--- config.mk ---
export PLATFORM = sky130hd
export DESIGN_NAME = hypercpu_fetch
export DESIGN_NICKNAME = d
export VERILOG_FILES = /design/src/rtl/hypercpu_pkg.sv /design/src/rtl/hypercpu_fetch_queue.sv /design/src/rtl/hypercpu_fetch.sv
export SDC_FILE = /design/constraint.sdc
export NUM_CORES = 1
export LEC_CHECK = 0
export ABC_AREA = 1
export CAP_MARGIN = 30
export CORE_MARGIN = 8
export CORE_UTILIZATION = 41
export CTS_CLUSTER_DIAMETER = 150
export DETAILED_ROUTE_END_ITERATION = 8
export GPL_ROUTABILITY_DRIVEN = 0
export PLACE_DENSITY_LB_ADDON = 0.2
export SKIP_LAST_GASP = 1
export SYNTH_ARGS = -nofsm -noshare
export SYNTH_HDL_FRONTEND = slang
export SYNTH_SLANG_ARGS = --single-unit
--- constraint.sdc ---
create_clock -name clk -period 2.1 [get_ports clk]
set_clock_uncertainty 0.2 [all_clocks]
set_input_delay 0.42 -clock clk [delete_from_list [all_inputs] [get_ports clk]]
set_output_delay 0.42 -clock clk [all_outputs]
set_load 0.02 [all_outputs]
--- src/rtl/hypercpu_pkg.sv ---
// ---------------------------------------------------------------------------
// hypercpu_pkg
// Shared types and constants for the HyperCPU instruction-fetch slice:
//   word_t           - 32-bit machine word / word address
//   fetch_state_e    - fetch-control FSM states (BOOT, RUN, HALTED)
//   fetch_entry_t    - one fetch-queue entry {instruction word, its address}
//   DEFAULT_RESET_PC - default reset vector
//   next_pc()        - sequential word-address increment (wraps at 2^32)
// ---------------------------------------------------------------------------
package hypercpu_pkg;

    typedef logic [31:0] word_t;

    typedef enum logic [1:0] {
        ST_BOOT   = 2'd0,
        ST_RUN    = 2'd1,
        ST_HALTED = 2'd2
    } fetch_state_e;

    typedef struct packed {
        word_t data;
        word_t pc;
    } fetch_entry_t;

    localparam word_t        DEFAULT_RESET_PC = 32'h0000_0000;
    localparam fetch_entry_t ENTRY_ZERO       = '{data: 32'h0000_0000, pc: 32'h0000_0000};

    // Sequential fetch address; 32'hFFFF_FFFF rolls over to 32'h0000_0000.
    function automatic word_t next_pc(input word_t pc);
        return pc + 32'd1;
    endfunction

endpackage

--- src/rtl/hypercpu_fetch_queue.sv ---
// ---------------------------------------------------------------------------
// hypercpu_fetch_queue
// Small in-order queue of fetched instructions. Entry 0 is always the head,
// so the head is read straight from a register. A pop and a push may happen
// in the same cycle even when full, which keeps a depth-1 queue at one
// instruction per cycle.
// Ports:
//   clk, reset  - clock, synchronous active-high reset
//   flush       - discard every entry at the next edge
//   push        - write push_entry behind the current contents
//   push_entry  - {data, pc} to enqueue
//   pop         - remove the head (ignored when empty)
//   head        - current head entry
//   full, empty - occupancy flags
// ---------------------------------------------------------------------------
module hypercpu_fetch_queue
    import hypercpu_pkg::*;
#(
    parameter int DEPTH = 1
) (
    input  logic         clk,
    input  logic         reset,
    input  logic         flush,
    input  logic         push,
    input  fetch_entry_t push_entry,
    input  logic         pop,
    output fetch_entry_t head,
    output logic         full,
    output logic         empty
);

    localparam int            CW      = $clog2(DEPTH + 1);
    localparam logic [CW-1:0] DEPTH_C = CW'(DEPTH);
    localparam logic [CW-1:0] ZERO_C  = CW'(0);
    localparam logic [CW-1:0] ONE_C   = CW'(1);

    fetch_entry_t  entries_r   [DEPTH];
    fetch_entry_t  entries_n_s [DEPTH];
    logic [CW-1:0] count_r;
    logic [CW-1:0] count_n_s;
    logic          pop_s;
    logic          push_s;

    assign empty = (count_r == ZERO_C);
    assign full  = (count_r == DEPTH_C);
    assign head  = entries_r[0];

    // Qualify requests: pop needs data, push needs room (or a same-cycle pop)
    always_comb begin
        pop_s  = pop && !empty;
        push_s = push && (!full || pop_s);
    end

    // Next queue contents: shift toward the head on pop, then append on push
    always_comb begin
        entries_n_s = entries_r;
        count_n_s   = count_r;
        if (pop_s) begin
            for (int i = 0; i < DEPTH - 1; i++) begin
                entries_n_s[i] = entries_r[i + 1];
            end
            count_n_s = count_r - ONE_C;
        end else begin
            count_n_s = count_r;
        end
        if (push_s) begin
            for (int i = 0; i < DEPTH; i++) begin
                if (CW'(i) == count_n_s) begin
                    entries_n_s[i] = push_entry;
                end else begin
                    entries_n_s[i] = entries_n_s[i];
                end
            end
            count_n_s = count_n_s + ONE_C;
        end else begin
            count_n_s = count_n_s;
        end
    end

    // Queue storage and occupancy; reset and flush both empty the queue
    always_ff @(posedge clk) begin
        if (reset || flush) begin
            count_r <= ZERO_C;
            for (int i = 0; i < DEPTH; i++) begin
                entries_r[i] <= ENTRY_ZERO;
            end
        end else begin
            count_r   <= count_n_s;
            entries_r <= entries_n_s;
        end
    end

endmodule

--- src/rtl/hypercpu_fetch.sv ---
// ---------------------------------------------------------------------------
// hypercpu_fetch
// Instruction-fetch unit: issues single-cycle word reads, queues the
// returned words with their addresses and hands them to the decoder through
// a valid/ready handshake. Supports redirect (flush + restart) and halt.
// Build option: define HYPERCPU_FETCH_PREFETCH_EN for a 2-entry queue;
// otherwise the queue holds 1 entry.
// Ports:
//   clk, reset         - clock, synchronous active-high reset
//   mem_addr           - fetch word address (always equals the pc)
//   mem_read           - read data, same cycle as mem_addr when enabled
//   mem_read_enabled   - a fetch is issued this cycle
//   inst_data, inst_pc - queue head word and its address
//   inst_valid         - queue head valid
//   inst_ready         - decoder accepts the head
//   redirect_valid/pc  - restart fetching at redirect_pc
//   halt_req           - stop fetching
//   halted             - fetch unit is in the HALTED state
// ---------------------------------------------------------------------------
module hypercpu_fetch
    import hypercpu_pkg::*;
#(
    parameter word_t RESET_PC = DEFAULT_RESET_PC
) (
    input  logic        clk,
    input  logic        reset,
    output logic [31:0] mem_addr,
    input  logic [31:0] mem_read,
    output logic        mem_read_enabled,
    output logic [31:0] inst_data,
    output logic [31:0] inst_pc,
    output logic        inst_valid,
    input  logic        inst_ready,
    input  logic        redirect_valid,
    input  logic [31:0] redirect_pc,
    input  logic        halt_req,
    output logic        halted
);

`ifdef HYPERCPU_FETCH_PREFETCH_EN
    localparam int QUEUE_DEPTH = 2;
`else
    localparam int QUEUE_DEPTH = 1;
`endif

    fetch_state_e state_r;
    word_t        pc_r;
    logic         halted_r;
    logic         issue_s;
    logic         transfer_s;
    logic         q_full_s;
    logic         q_empty_s;
    fetch_entry_t q_head_s;
    fetch_entry_t push_entry_s;

    assign transfer_s       = !q_empty_s && inst_ready;
    assign push_entry_s     = '{data: mem_read, pc: pc_r};
    assign mem_addr         = pc_r;
    assign mem_read_enabled = issue_s;
    assign inst_valid       = !q_empty_s;
    assign inst_data        = q_head_s.data;
    assign inst_pc          = q_head_s.pc;
    assign halted           = halted_r;

    // Issue a fetch in RUN when the word has somewhere to go; a redirect or
    // halt request in the same cycle suppresses it
    always_comb begin
        issue_s = 1'b0;
        if (!reset && (state_r == ST_RUN) && !redirect_valid && !halt_req &&
            (!q_full_s || transfer_s)) begin
            issue_s = 1'b1;
        end else begin
            issue_s = 1'b0;
        end
    end

    // Fetch-control FSM, program counter and halted flag
    always_ff @(posedge clk) begin
        if (reset) begin
            state_r  <= ST_BOOT;
            pc_r     <= RESET_PC;
            halted_r <= 1'b0;
        end else if (redirect_valid) begin
            // Redirect beats halt_req and leaves any state for RUN
            state_r  <= ST_RUN;
            pc_r     <= redirect_pc;
            halted_r <= 1'b0;
        end else begin
            case (state_r)
                ST_BOOT: begin
                    state_r  <= ST_RUN;
                    halted_r <= 1'b0;
                end
                ST_RUN: begin
                    if (halt_req) begin
                        state_r  <= ST_HALTED;
                        halted_r <= 1'b1;
                    end else begin
                        state_r  <= ST_RUN;
                        halted_r <= 1'b0;
                    end
                    if (issue_s) begin
                        pc_r <= next_pc(pc_r);
                    end
                end
                ST_HALTED: begin
                    state_r  <= ST_HALTED;
                    halted_r <= 1'b1;
                end
                default: begin
                    state_r  <= ST_BOOT;
                    halted_r <= 1'b0;
                end
            endcase
        end
    end

    // A pop coinciding with a redirect flush still completes: the decoder
    // has taken the head in that same cycle
    hypercpu_fetch_queue #(
        .DEPTH (QUEUE_DEPTH)
    ) u_queue (
        .clk        (clk),
        .reset      (reset),
        .flush      (redirect_valid),
        .push       (issue_s),
        .push_entry (push_entry_s),
        .pop        (transfer_s),
        .head       (q_head_s),
        .full       (q_full_s),
        .empty      (q_empty_s)
    );

endmodule

## Word-level counts from Yosys, hierarchy flattened

Cells that the tools add are included.

| word-level totals | value |
|---|---|
| register bits after elaboration | 100 |
| bits of input ports | 69 |
| output and inout bits | 99 |
| word-level logic and storage cells | 44 |

| cells by class | value |
|---|---|
| add/sub/neg operators | 3 |
| equal/unequal tests | 2 |
| multiplexer cells | 11 |
| bitwise gates (word level) | 1 |
| reduce and logical (&&, ||, !) cells | 20 |

Operators with widths:

| kind | count |
|---|---|
| $mux 32 | 3 |
| $add 32x1->32 const B | 1 |
| $logic_and 1x1->1 | 7 |
| $pmux 2 s3 | 1 |
| $mux 1 | 5 |
| $logic_not 1->1 | 4 |
| $reduce_and 2->1 | 2 |
| $reduce_bool 2->1 | 2 |
| $logic_or 1x1->1 | 3 |
| $eq 2x1->1 const B | 1 |
| $eq 2x2->1 const B | 1 |
| $logic_not 2->1 | 1 |
| $mux 2 | 1 |
| $pmux 1 s2 | 1 |
| $reduce_or 2->1 | 1 |
| $add 1x1->1 const B | 1 |
| $not 1->1 | 1 |
| $sub 1x1->1 const B | 1 |

## Longest topological paths before layout

| logic depth | value |
|---|---|
| depth in word-level cells | 9 |
| mapped depth | 11 |
| mapped depth without buffers | 11 |

## Modules after synthesis

A second synthesis with hierarchy kept.

| unflattened totals | value |
|---|---|
| cells, all modules | 855 |
| area total of the unflattened synthesis | 5278.8 µm² |

By module, submodules not included:

| module | instances | cells an instance | area each (µm²) |
|---|---|---|---|
| hypercpu_fetch_queue | 1 | 412 | 2715.1 |
| hypercpu_fetch | 1 | 443 | 2563.7 |

## Least setup slack after synthesis

No wires, ideal clock.

| timing | value |
|---|---|
| path type | register to register |
| start | register state_r[1] |
| end | register u_queue.entries_r (netlist bit u_queue.head[42]) |
| data arrival time | 1.767 ns |
| required time | 1.830 ns |
| path slack | 0.063 ns |
| cell stages (with the launch flop) | 12 |
| clock period less this slack | 2.037 ns |
| path through | dfxtp_1 -> inv_1 -> ha_1 -> inv_1 -> nor2_1 -> nand3_4 -> inv_1 -> ha_1 -> buf_2 -> clkbuf_1 -> nand2_1 -> a21oi_1 |

| on the way | value |
|---|---|
| cells in the longest elaborated chain, start to end | 8 |

Ends and longest elaborated chain:

| item | line | source |
|---|---|---|
| start, declared | hypercpu_fetch.sv:46 | `fetch_state_e state_r;` |
| start signal, assigned | hypercpu_fetch.sv:80 | `state_r <= ST_BOOT;` |
| start signal, assigned | hypercpu_fetch.sv:85 | `state_r <= ST_RUN;` |
| start signal, assigned | hypercpu_fetch.sv:91 | `state_r <= ST_RUN;` |
| $eq 2x1->1 | hypercpu_fetch.sv:69 | `if (!reset && (state_r == ST_RUN) && !redirect_valid && !halt_req &&` |
| $logic_and 1x1->1 (4 in a row) | hypercpu_fetch.sv:69 |  |
| $mux 1 | hypercpu_fetch.sv:69 |  |
| $logic_and 1x1->1 | hypercpu_fetch_queue.sv:51 | `push_s = push && (!full \|\| pop_s);` |
| $reduce_and 2->1 (no source line) | n/a |  |
| end signal, assigned | hypercpu_fetch_queue.sv:89 | `entries_r <= entries_n_s;` |
| end, declared | hypercpu_fetch_queue.sv:37 | `fetch_entry_t entries_r [DEPTH];` |

Every way passes these cells.
A chain may end at the register's enable or synchronous reset.

## Worst setup path after layout

| timing | value |
|---|---|
| start | register pc_r[9], in the netlist mem_addr[9] |
| end | output mem_addr[9] |

RTL lines:

| item | line | source |
|---|---|---|
| start, declared | hypercpu_fetch.sv:47 | `word_t pc_r;` |
| start signal, assigned | hypercpu_fetch.sv:86 | `pc_r <= redirect_pc;` |
| start signal, assigned | hypercpu_fetch.sv:103 | `pc_r <= next_pc(pc_r);` |
| end, declared | hypercpu_fetch.sv:27 | `output logic [31:0] mem_addr,` |

No word-level cell between the ends.

==> impl_results.md <==
* Status: finished, final reports clean
* Startpoint types: flop
* Leak at 2.72 nW
* Avg Vias per Cell at 5.09
* Largest net degree at the start of global routing at 36
* Synth-to-Final Area Change at 50.1%
* Max transition margin at 0.744
* Drt drc at 0
* Gate power share at 0.149
* WL per Instance at 16.1 um
* Synthesized net count at 749
* Final Cell Area at 7120 um2
* H-tree depth at 3
* Highest ir drop seen on vdd at 0.000342 V
* Worst-Margin Slew at 0.384 ns
* Core area at 11400 um2
* Arrival @ worst endpoint at 1.44 ns
* Post-detail-place hpwl at 11700 um
* Largest delay share family, worst path: buffers and inverters
* Seq/Total Area, Yosys at 0.422
* Finished Layout Cells at 993
* First-pass GRT wire length at 24500 um
* F_max at 484 MHz
* DRT Pass-1 Iters at 5
* Antenna violations before repair at 0
* Io pins at 168
* DR vias at 5051
* Netlist Area Pre-Place at 4740 um2
* Chip Height at 124 um
* Worst hold path type: flop to flop
* Inserted Clock Buffers at 9
* Sw Share at 0.259
* Detailed Route WL at 16000 um
* Fin nets at 923
* Hold path depth at 2
* Flop pwr share at 0.489
* Worst-path clk slew at 0.06 ns
* Routed Antenna Nets at 0
* CP Buf/Inv Count at 1
* MaxCap Viol Count at 0
* CP max FO at 6
* Reg2Reg Depth at 13
* FP Rows at 39
* Vias in the first global route at 4943
* Stages on worst setup path at 1
* Die Wd at 124 um
* #FFs+latches synth at 100
* Post-layout min period at 2.06 ns
* Critical path class: flop to primary output
* Critical Path Max Stage Delay at 0.67 ns
* Clk root buf: clkbuf_16
* Int Pwr at 0.00304 W
* Worst-path cell chain: clkdlybuf4s50_1
* CP Capture Type: primary output
* Final Hold Vio Count at 0
* WP data required at 1.48 ns
* Initial core utilization at 0.417
* Crit-path slowest cell: clkdlybuf4s50_1
* Clk buf depth at 2
* Area after DPL at 6660 um2
* Leading area contributor after synthesis: dfxtp_1
* Port Buffer Count at 167
* GRT overflow at 0
* Syn_area_per_cell at 7.04 um2
* Synth cell types at 34
* NetSw at 0.00106 W
* Setup Viol. Count Final at 0
* Synthesized instance count at 674
* Yosys warnings at 0
* Post-synth top area share at 0.422
* Setup Total Neg Slack at 0 ns
* RSZ-0062 raised after global routing: true
* Number of cells after detailed placement at 974
* Final Cycle Share at 0.983
* Gr usage total at 0.202
* CTS Sinks at 100
* Die area at 15300 um2
* Share of layout cells above drive strength 1 at 0.0988
* CTS tree: built
* Initial DRC Count at 331
* Ant diodes at 0
* Clock share of power at 0.361
* Skew-Pair Late Insertion Delay at 0.35 ns
* Power Dens Cells at 577 nW/um2
* Max-slew violations at 0
* Dominant cells by area after synthesis: dfxtp_1 (42%), nand2_1 (15%), a21oi_1 (8.3%)
sequential cells by signal, summed over array words and instances (netlist names):
| register | cells |
|---|---|
| u_queue.full | 1 |
| mem_addr | 32 |
| state_r | 2 |
| halted | 1 |
| u_queue.head | 64 |
power groups by stage:
stage / combinational (W) / clock (W) / sequential [W]
final: 0.000613 / 0.00148 / 0.00201
after global routing: 0.000665 / 0.00159 / 0.00201
after CTS: 0.000599 / 0.00150 / 0.00201
after detailed placement: 0.000588 / 0 / 0.00205
after global placement: 0.000580 / 0 / 0.00205
after floorplan: 0.000212 / 0 / 0.00210
final cells by class:
cell class / instances / area (um2)
flip-flops and latches: 100 / 2000
clock inverters: 2 / 15.0
clock buffers: 11 / 233
repair buffers: 194 / 2070
multi-input cells: 468 / 2330
inverters: 75 / 283
fillers: 1034 / 4250
well taps: 143 / 179
metal layers:
metal / wire length, um / GRT usage / share of wire
met5: 0 / 0 / 0
met3: 1370 / 0.0598 / 0.086
met4: 336 / 0.0715 / 0.021
met2: 7600 / 0.348 / 0.47
met1: 6710 / 0.234 / 0.42
kinds of logic (layout without fill, tap and decap cells):
group | after synthesis | in the layout | synth area share
AND/OR/NAND/NOR | 300 | 300 | 0.284
AO/OA/AOI/OAI | 157 | 157 | 0.176
buffers and inverters | 106 | 282 | 0.0926
flip-flops | 100 | 100 | 0.422
adder cells (fa/ha/maj) | 6 | 6 | 0.0158
XOR/XNOR | 5 | 5 | 0.00923
cells in the final DEF, fill, tap and decap left out, drive strengths merged, types with 4 or more instances in the layout:
cell and count:
a211oi 4, a21oi 85, a31oi 6, buf 25, clkbuf 14, clkdlybuf4s50 159
dfxtp 100, dlymetal6s2s 6, ha 6, inv 74, nand2 203, nand3 40
nor2 53, o21ai 58, xor2 4
timing repair:
| item | 4_1_cts | 5_1_grt |
|---|---|---|
| setup endpoints to repair | 44 | 76 |
| hold buffers | 0 | 0 |
| endpoints found under the hold margin | 0 | 0 |
| gates resized for setup | 8 | 24 |
| pin swaps | 0 | 1 |
| buffers inserted | 0 | 2 |
| cloned | 1 | 3 |
Yosys cell counts (all sizes together):
cell type	instances
dfxtp	100
or2	2
clkbuf	21
xor2	4
a22oi	1
clkinv	2
a21oi	85
o21bai	1
buf	10
xnor2	1
a31oi	6
nand4	1
a211oi	4
nand3b	1
inv	73
o211ai	2
nor2	53
nand3	40
o21ai	58
nand2	203
ha	6
metrics by stage:
step                power [W]  setup WS (ns)  hold WS, ns   util
finish                0.00410         0.0356        0.259  0.626
global route          0.00427        -0.0277        0.282  0.626
detailed placement    0.00264         -0.399        0.251  0.586
CTS                   0.00411        -0.0128        0.261  0.611
floorplan             0.00231         0.0630        0.341      -
global placement      0.00263         -0.412        0.245  0.586
path summary, 6_finish.rpt:
check / startpoint / to / slack (ns)
setup / recovery: mem_addr[9] / mem_addr[9] / 0.04
hold / removal: u_queue.head[36] / u_queue.head[36] / 0.26
setup reg to reg: state_r[1] / u_queue.head[40] / 0.09
hold reg to reg: u_queue.head[36] / u_queue.head[36] / 0.26
(Power assumes the default switching activity.)
